[src/rtl/plab4_net_router_domain_sched_tp.sv]
// -----------------------------------------------------------------------------
// plab4_net_router_domain_sched_tp
//
// Time-division domain scheduler for the timing-channel-protected router.
// It produces the domain0/domain1 select pair used by the router input control
// arbiter. The schedule is fixed and non-work-conserving: slot lengths are
// compile-time constants and never depend on traffic.
//
// Configuration macro: PLAB4_NET_DOMAIN_SCHED_DEAD_EN
//   defined   : D0 -> DEAD0 -> D1 -> DEAD1 -> D0, with p_dead_cycles idle
//               cycles after each slot so that in-flight flits can drain.
//   undefined : D0 -> D1 -> D0, and p_dead_cycles is ignored.
//
// Parameters
//   p_slot_cycles_d0 : cycles domain 0 is active per period (>= 1)
//   p_slot_cycles_d1 : cycles domain 1 is active per period (>= 1)
//   p_dead_cycles    : idle cycles after each slot (>= 1)
//
// Ports
//   clk         in   clock; all state updates on the rising edge
//   reset       in   asynchronous active-high reset
//   sched_en    in   1 = schedule advances, 0 = state and counter freeze
//   domain0     out  registered; 1 while domain 0 owns the router
//   domain1     out  registered; 1 while domain 1 owns the router
//   epoch_start out  registered; 1 on the first cycle of each D0 slot
// -----------------------------------------------------------------------------
module plab4_net_router_domain_sched_tp #(
   parameter int p_slot_cycles_d0 = 16,
   parameter int p_slot_cycles_d1 = 16,
   parameter int p_dead_cycles    = 2
) (
   input  logic clk,
   input  logic reset,
   input  logic sched_en,
   output logic domain0,
   output logic domain1,
   output logic epoch_start
);

   localparam int c_max01     = (p_slot_cycles_d0 > p_slot_cycles_d1) ?
                                p_slot_cycles_d0 : p_slot_cycles_d1;
   localparam int c_max       = (c_max01 > p_dead_cycles) ? c_max01 : p_dead_cycles;
   localparam int c_cnt_nbits = $clog2(c_max) + 1;

   typedef logic [c_cnt_nbits-1:0] cnt_t;

   // Counter reload values: a state of length N counts N-1 down to 0.
   localparam cnt_t c_load_d0   = cnt_t'(p_slot_cycles_d0 - 1);
   localparam cnt_t c_load_d1   = cnt_t'(p_slot_cycles_d1 - 1);
   localparam cnt_t c_load_dead = cnt_t'(p_dead_cycles - 1);
   localparam cnt_t c_zero      = cnt_t'(0);
   localparam cnt_t c_one       = cnt_t'(1);

   typedef enum logic [1:0] {
      D0    = 2'd0,
      DEAD0 = 2'd1,
      D1    = 2'd2,
      DEAD1 = 2'd3
   } state_t;

   state_t state;
   cnt_t   cnt;
   state_t nxt;

   // Fixed rotation order; the dead states exist only when compiled in.
   function automatic state_t next_state(input state_t s);
      state_t n;
`ifdef PLAB4_NET_DOMAIN_SCHED_DEAD_EN
      case (s)
         D0:      n = DEAD0;
         DEAD0:   n = D1;
         D1:      n = DEAD1;
         DEAD1:   n = D0;
         default: n = D0;
      endcase
`else
      case (s)
         D0:      n = D1;
         D1:      n = D0;
         default: n = D0;
      endcase
`endif
      return n;
   endfunction

   // Length-minus-one of the state being entered.
   function automatic cnt_t load_for(input state_t s);
      cnt_t v;
      case (s)
         D0:      v = c_load_d0;
         D1:      v = c_load_d1;
         DEAD0:   v = c_load_dead;
         DEAD1:   v = c_load_dead;
         default: v = c_load_d0;
      endcase
      return v;
   endfunction

   // Successor of the current state, used only on the slot-ending edge.
   always_comb begin
      nxt = D0;
      nxt = next_state(state);
   end

   // Schedule FSM, slot counter and registered outputs.
   always_ff @(posedge clk or posedge reset) begin
      if (reset) begin
         state       <= D0;
         cnt         <= c_load_d0;
         domain0     <= 1'b1;
         domain1     <= 1'b0;
         epoch_start <= 1'b1;
      end else if (sched_en) begin
         if (cnt == c_zero) begin
            // Slot over: enter the next state and derive its outputs from
            // the entered state so they stay aligned with it.
            state       <= nxt;
            cnt         <= load_for(nxt);
            domain0     <= (nxt == D0);
            domain1     <= (nxt == D1);
            epoch_start <= (nxt == D0);
         end else begin
            cnt         <= cnt - c_one;
            epoch_start <= 1'b0;
         end
      end else begin
         // Frozen: every register, including epoch_start, holds.
         state       <= state;
         cnt         <= cnt;
         domain0     <= domain0;
         domain1     <= domain1;
         epoch_start <= epoch_start;
      end
   end

endmodule

[config.mk]
export PLATFORM = sky130hd
export DESIGN_NAME = plab4_net_router_domain_sched_tp
export DESIGN_NICKNAME = d
export VERILOG_FILES = /design/src/rtl/plab4_net_router_domain_sched_tp.sv
export SDC_FILE = /design/constraint.sdc
export NUM_CORES = 1
export LEC_CHECK = 0
export ABC_AREA = 1
export ABC_CLOCK_PERIOD_IN_PS = 2960
export CORE_AREA = 4 4 41 43
export CTS_BUF_LIST = sky130_fd_sc_hd__clkbuf_4 sky130_fd_sc_hd__clkbuf_8
export CTS_CLUSTER_SIZE = 20
export DETAILED_ROUTE_END_ITERATION = 10
export DIE_AREA = 0 0 45 47
export GPL_TIMING_DRIVEN = 0
export HOLD_SLACK_MARGIN = 0.08
export SLEW_MARGIN = 25
export SYNTH_ARGS = -nofsm -noshare
export SYNTH_HDL_FRONTEND = slang
export SYNTH_SLANG_ARGS = --single-unit
[constraint.sdc]
create_clock -name clk -period 2.96 [get_ports clk]
set_input_delay 0.592 -clock clk [delete_from_list [all_inputs] [get_ports clk]]
set_output_delay 0.592 -clock clk [all_outputs]
set_load 0.05 [all_outputs]
# Yosys cells after proc, flatten, opt, wreduce, memory -nomap -nowiden
# Cells that the tools add are included.
[totals]
register_bits = 10
latchBits = 0
mem_bits_rw = 0
romBits = 0
in_bits = 3
output_inout_bits = 3
word_cells = 19
memories = 0
[op_classes]
n_addsub = 1
multipliers = 0
div_mod_pow = 0
n_lt_le_gt_ge = 0
n_eq_ne = 3
shifts = 0
muxes = 4
n_bitwise = 0
reduce_logical = 6
[ops]
columns = ["cell", "count"]
rows = [
  ["5-bit one-hot mux with 2 select lines", 1],
  ["5-bit logical NOT", 1],
  ["5-bit 2-to-1 mux", 1],
  ["5-bit by 1-bit subtractor with 5-bit output (second input constant)", 1],
  ["2-bit equality test (second input constant)", 2],
  ["2-bit logical NOT", 2],
  ["2-bit OR reduction", 2],
  ["2-bit by 1-bit equality test with 1-bit output (second input constant)", 1],
  ["2-bit 2-to-1 mux", 1],
  ["2-bit AND reduction", 1],
  ["1-bit 2-to-1 mux", 1],
]

# Logic depth before layout (Yosys ltp)
[depth]
ltp_word = 6
depth_mapped = 7
mapped_depth_nobuf = 7

# Worst setup path before layout
# Ideal clock, no wire load.
[synth_path]
kind = "reg-to-output"
startpoint = "register domain0"
endpoint = "output domain0"
arrival_ps = 664
required_time_ps = 2368
setup_slack_ps = 1704
path_stages_with_launch = 1
n_path_buf = 0
cell_sequence = "dfstp_2"
[synth_lines]
columns = ["item", "line", "rtl"]
rows = [
  ["start: declaration", "35", "output logic domain0,"],
  ["start signal: assignment", "119", "domain0 <= (nxt == D0);"],
  ["start signal: assignment", "130", "domain0 <= domain0;"],
]
# No word-level cell between the ends.

# Final worst setup path
[layout_path]
startpoint = "register domain0"
endpoint = "output domain0"
# No word-level cell between the ends.

==> out/qor.yml <==
status:
  status: "complete, no violations"
cts:
  cts_tree: "yes"
  clockBufferDepth: 2
  htreeDepth: 1
  cts_made_buffers: 3
  ctsHoldBuffers: 0
  cts.sinks: 8
  cts_setup_buffers: 0
  clk_pin_slew_ns: 0.06
  cts_resized: 0
  clkLatencyLatePin_ns: 0.25
  cts_root_buf: "clkbuf_4"
detailed_routing:
  avgViaCountPerCell: 4.16
  postRouteAntennaNets: 0
  drt_wl_total_um: 652
  vias: 279
  drtIter0Drc: 7
  remaining_drc_errors: 0
  wire_per_inst_um: 9.73
  dr.pass1.iters: 3
logic_synthesis:
  syn_nets: 48
  async_flop_share: 1.00
  synthFlopType: "dfstp_2"
  synth_cells: 44
  synth.avg_cell_area_um2: 8.73
  synth_top_area_cell: "dfstp_2"
  synthTopCellsByCount: "nand2_1 (12), inv_1 (8), dfstp_2 (6)"
  ys_seq_area_frac: 0.541
  yosysWarnings: 0
  yosysTopAreaCellShare: 0.410
  synth_edf_count: 0
  synth.distinct_cells: 15
  synthTopCellsByArea: "dfstp_2 (41%), dfrtp_1 (13%), nand2_1 (12%)"
  syn_area_um2: 384
  ys_ff_latch: 8
  yosys.cell_count.top_type: "nand2_1"
grt:
  antenna_found_initial: 0
  grt_usage: 0.0822
  grt_max_degree: 9
  grt.overflow.total: 0
  grt_pass1_wl_mm: 1.17
  grt_pass1_vias: 285
finish:
  nNetsFinal: 58
  drive_gt1_frac: 0.250
  fin_util: 0.365
  insertedDiodeCount: 0
  syn2layout_area_growth_pct: 23.8
sta:
  hold_viol_final: 0
  finalSetupViolCount: 0
  fin_crit_sh: 0.733
  worstMarginPinSlew_ns: 0.496
  fin_worst_skew_ns: 0.00404
  drv_slew: 0
  finalWorstSetupSlack_ns: 0.789
  max_clock_freq_ghz: 0.461
  slew_headroom: 0.668
  rsz0062_at_grt: "no"
  fin_crit_ns: 2.17
  fin_setup_tns_ns: 0
worst_setup_path:
  criticalPathCategory: "flip-flop to output pin"
  cp_data_arrival_time_ns: 1.58
  crit_path_top_delay_cell: "clkdlybuf4s50_1"
  reg2reg_to: "domain0$_DFFE_PP1P_"
  end_kind: "output pin"
  r2r-start: "cnt[0]$_DFFE_PP1P_"
  worstPathMaxFanout: 2
  critical_path.cell_chain: "clkdlybuf4s50_1"
  regToRegSetupSlack_ns: 1.75
  startpoint_type: "flip-flop"
  cp_top_family: "buffers and inverters"
  crit_required_ns: 2.37
  cpPeakStageDelay_ns: 0.80
  reg2reg_depth: 7
  crit_end: "domain0"
  setup.worst_path.start: "domain0$_DFFE_PP1P_"
  crit_buf_inv: 1
  path_depth: 1
die:
  die-height_um: 47
  io_pins: 6
  num_rows: 13
  core_mm2: 0.00130
  die_area_mm2: 0.00212
  initial_utilization: 0.295
  die_w_um: 45
power_and_ir_drop:
  peakVddDrop_mv: 0.469
  power_density_mw_per_mm2: 1020
  leakagePower_nw: 0.232
place:
  dpl.hpwl_um: 484
  place.gp.congestion: 0.711
  place_worst_setup_slack_ns: 1.07
  io_buffers: 5
flow_run:
  cap_viol_max_count: 0
min_path:
  hold_path.class: "flip-flop to flip-flop"
[metal layers]
layer / up-vias / GRT usage / routed length [um]
met5: - / 0 / 0
met4: 0 / 0.0702 / 17
met3: 2 / 0.0345 / 23
met2: 5 / 0.102 / 257
met1: 118 / 0.108 / 352
li1: 154 / - / -
[how the worst min path moves through the flow]
stage                        startpoint             endpoint  slack [ns]  cells past startpoint
detailed placement  domain0$_DFFE_PP1P_  domain0$_DFFE_PP1P_        0.46                      2
finish              domain0$_DFFE_PP1P_  domain0$_DFFE_PP1P_        0.47                      2
floorplan                         reset   cnt[4]$_DFFE_PP0P_        0.40                      1
global placement    domain0$_DFFE_PP1P_  domain0$_DFFE_PP1P_        0.46                      2
CTS                 domain0$_DFFE_PP1P_  domain0$_DFFE_PP1P_        0.47                      2
global route        domain0$_DFFE_PP1P_  domain0$_DFFE_PP1P_        0.50                      2
[kinds of logic (layout without fill, tap and decap cells)]
group                    count (synthesis)  in the layout  synth area share
AND/OR/NAND/NOR                         22             22             0.270
adder cells (fa/ha/maj)                  1              1            0.0326
XOR/XNOR                                 1              1            0.0228
buffers and inverters                    9             17            0.0879
flip-flops                               8              8             0.541
AO/OA/AOI/OAI                            3              3            0.0456
[state kept, by name, indices dropped and copies added, names as in the netlist]
name	count
cnt	5
domain0	1
domain1	1
epoch_start	1
[power breakdown]
group | switching (mW) | internal, mW
logic | 0.119 | 0.0684
registers | 0.0389 | 0.175
clock network | 0.0377 | 0.0464
[cells in the final DEF (no fill, tap or decap)]
cell and count:
a21boi_0 1, a21oi_1 1, clkbuf_4 3, clkdlybuf4s50_1 5
dfrtp_1 2, dfstp_2 6, ha_1 1, inv_1 8
inv_2 1, nand2_1 12, nand3_1 3, nand4_1 2
nor2_1 2, nor2_2 2, nor2_4 1, o21ai_0 1
xor2_1 1
[per-stage QoR]
step	instances	area [um^2]	hold WS, ns	power (mW)
final	67	475	0.471	0.485
after floorplan	44	384	0.403	0.351
after CTS	67	475	0.469	0.493
after detailed placement	64	453	0.455	0.404
after global routing	67	475	0.497	0.528
after global placement	64	453	0.458	0.404
[final cells by class]
type | count | area [um^2]
Inverter | 9 | 33.8
Multi-Input combinational cell | 27 | 143
Sequential cell | 8 | 208
Timing Repair Buffer | 5 | 50.0
Clock buffer | 3 | 22.5
Fill cell | 139 | 826
Tap cell | 15 | 18.8
No activity file was read; power rests on OpenSTA's default activity.
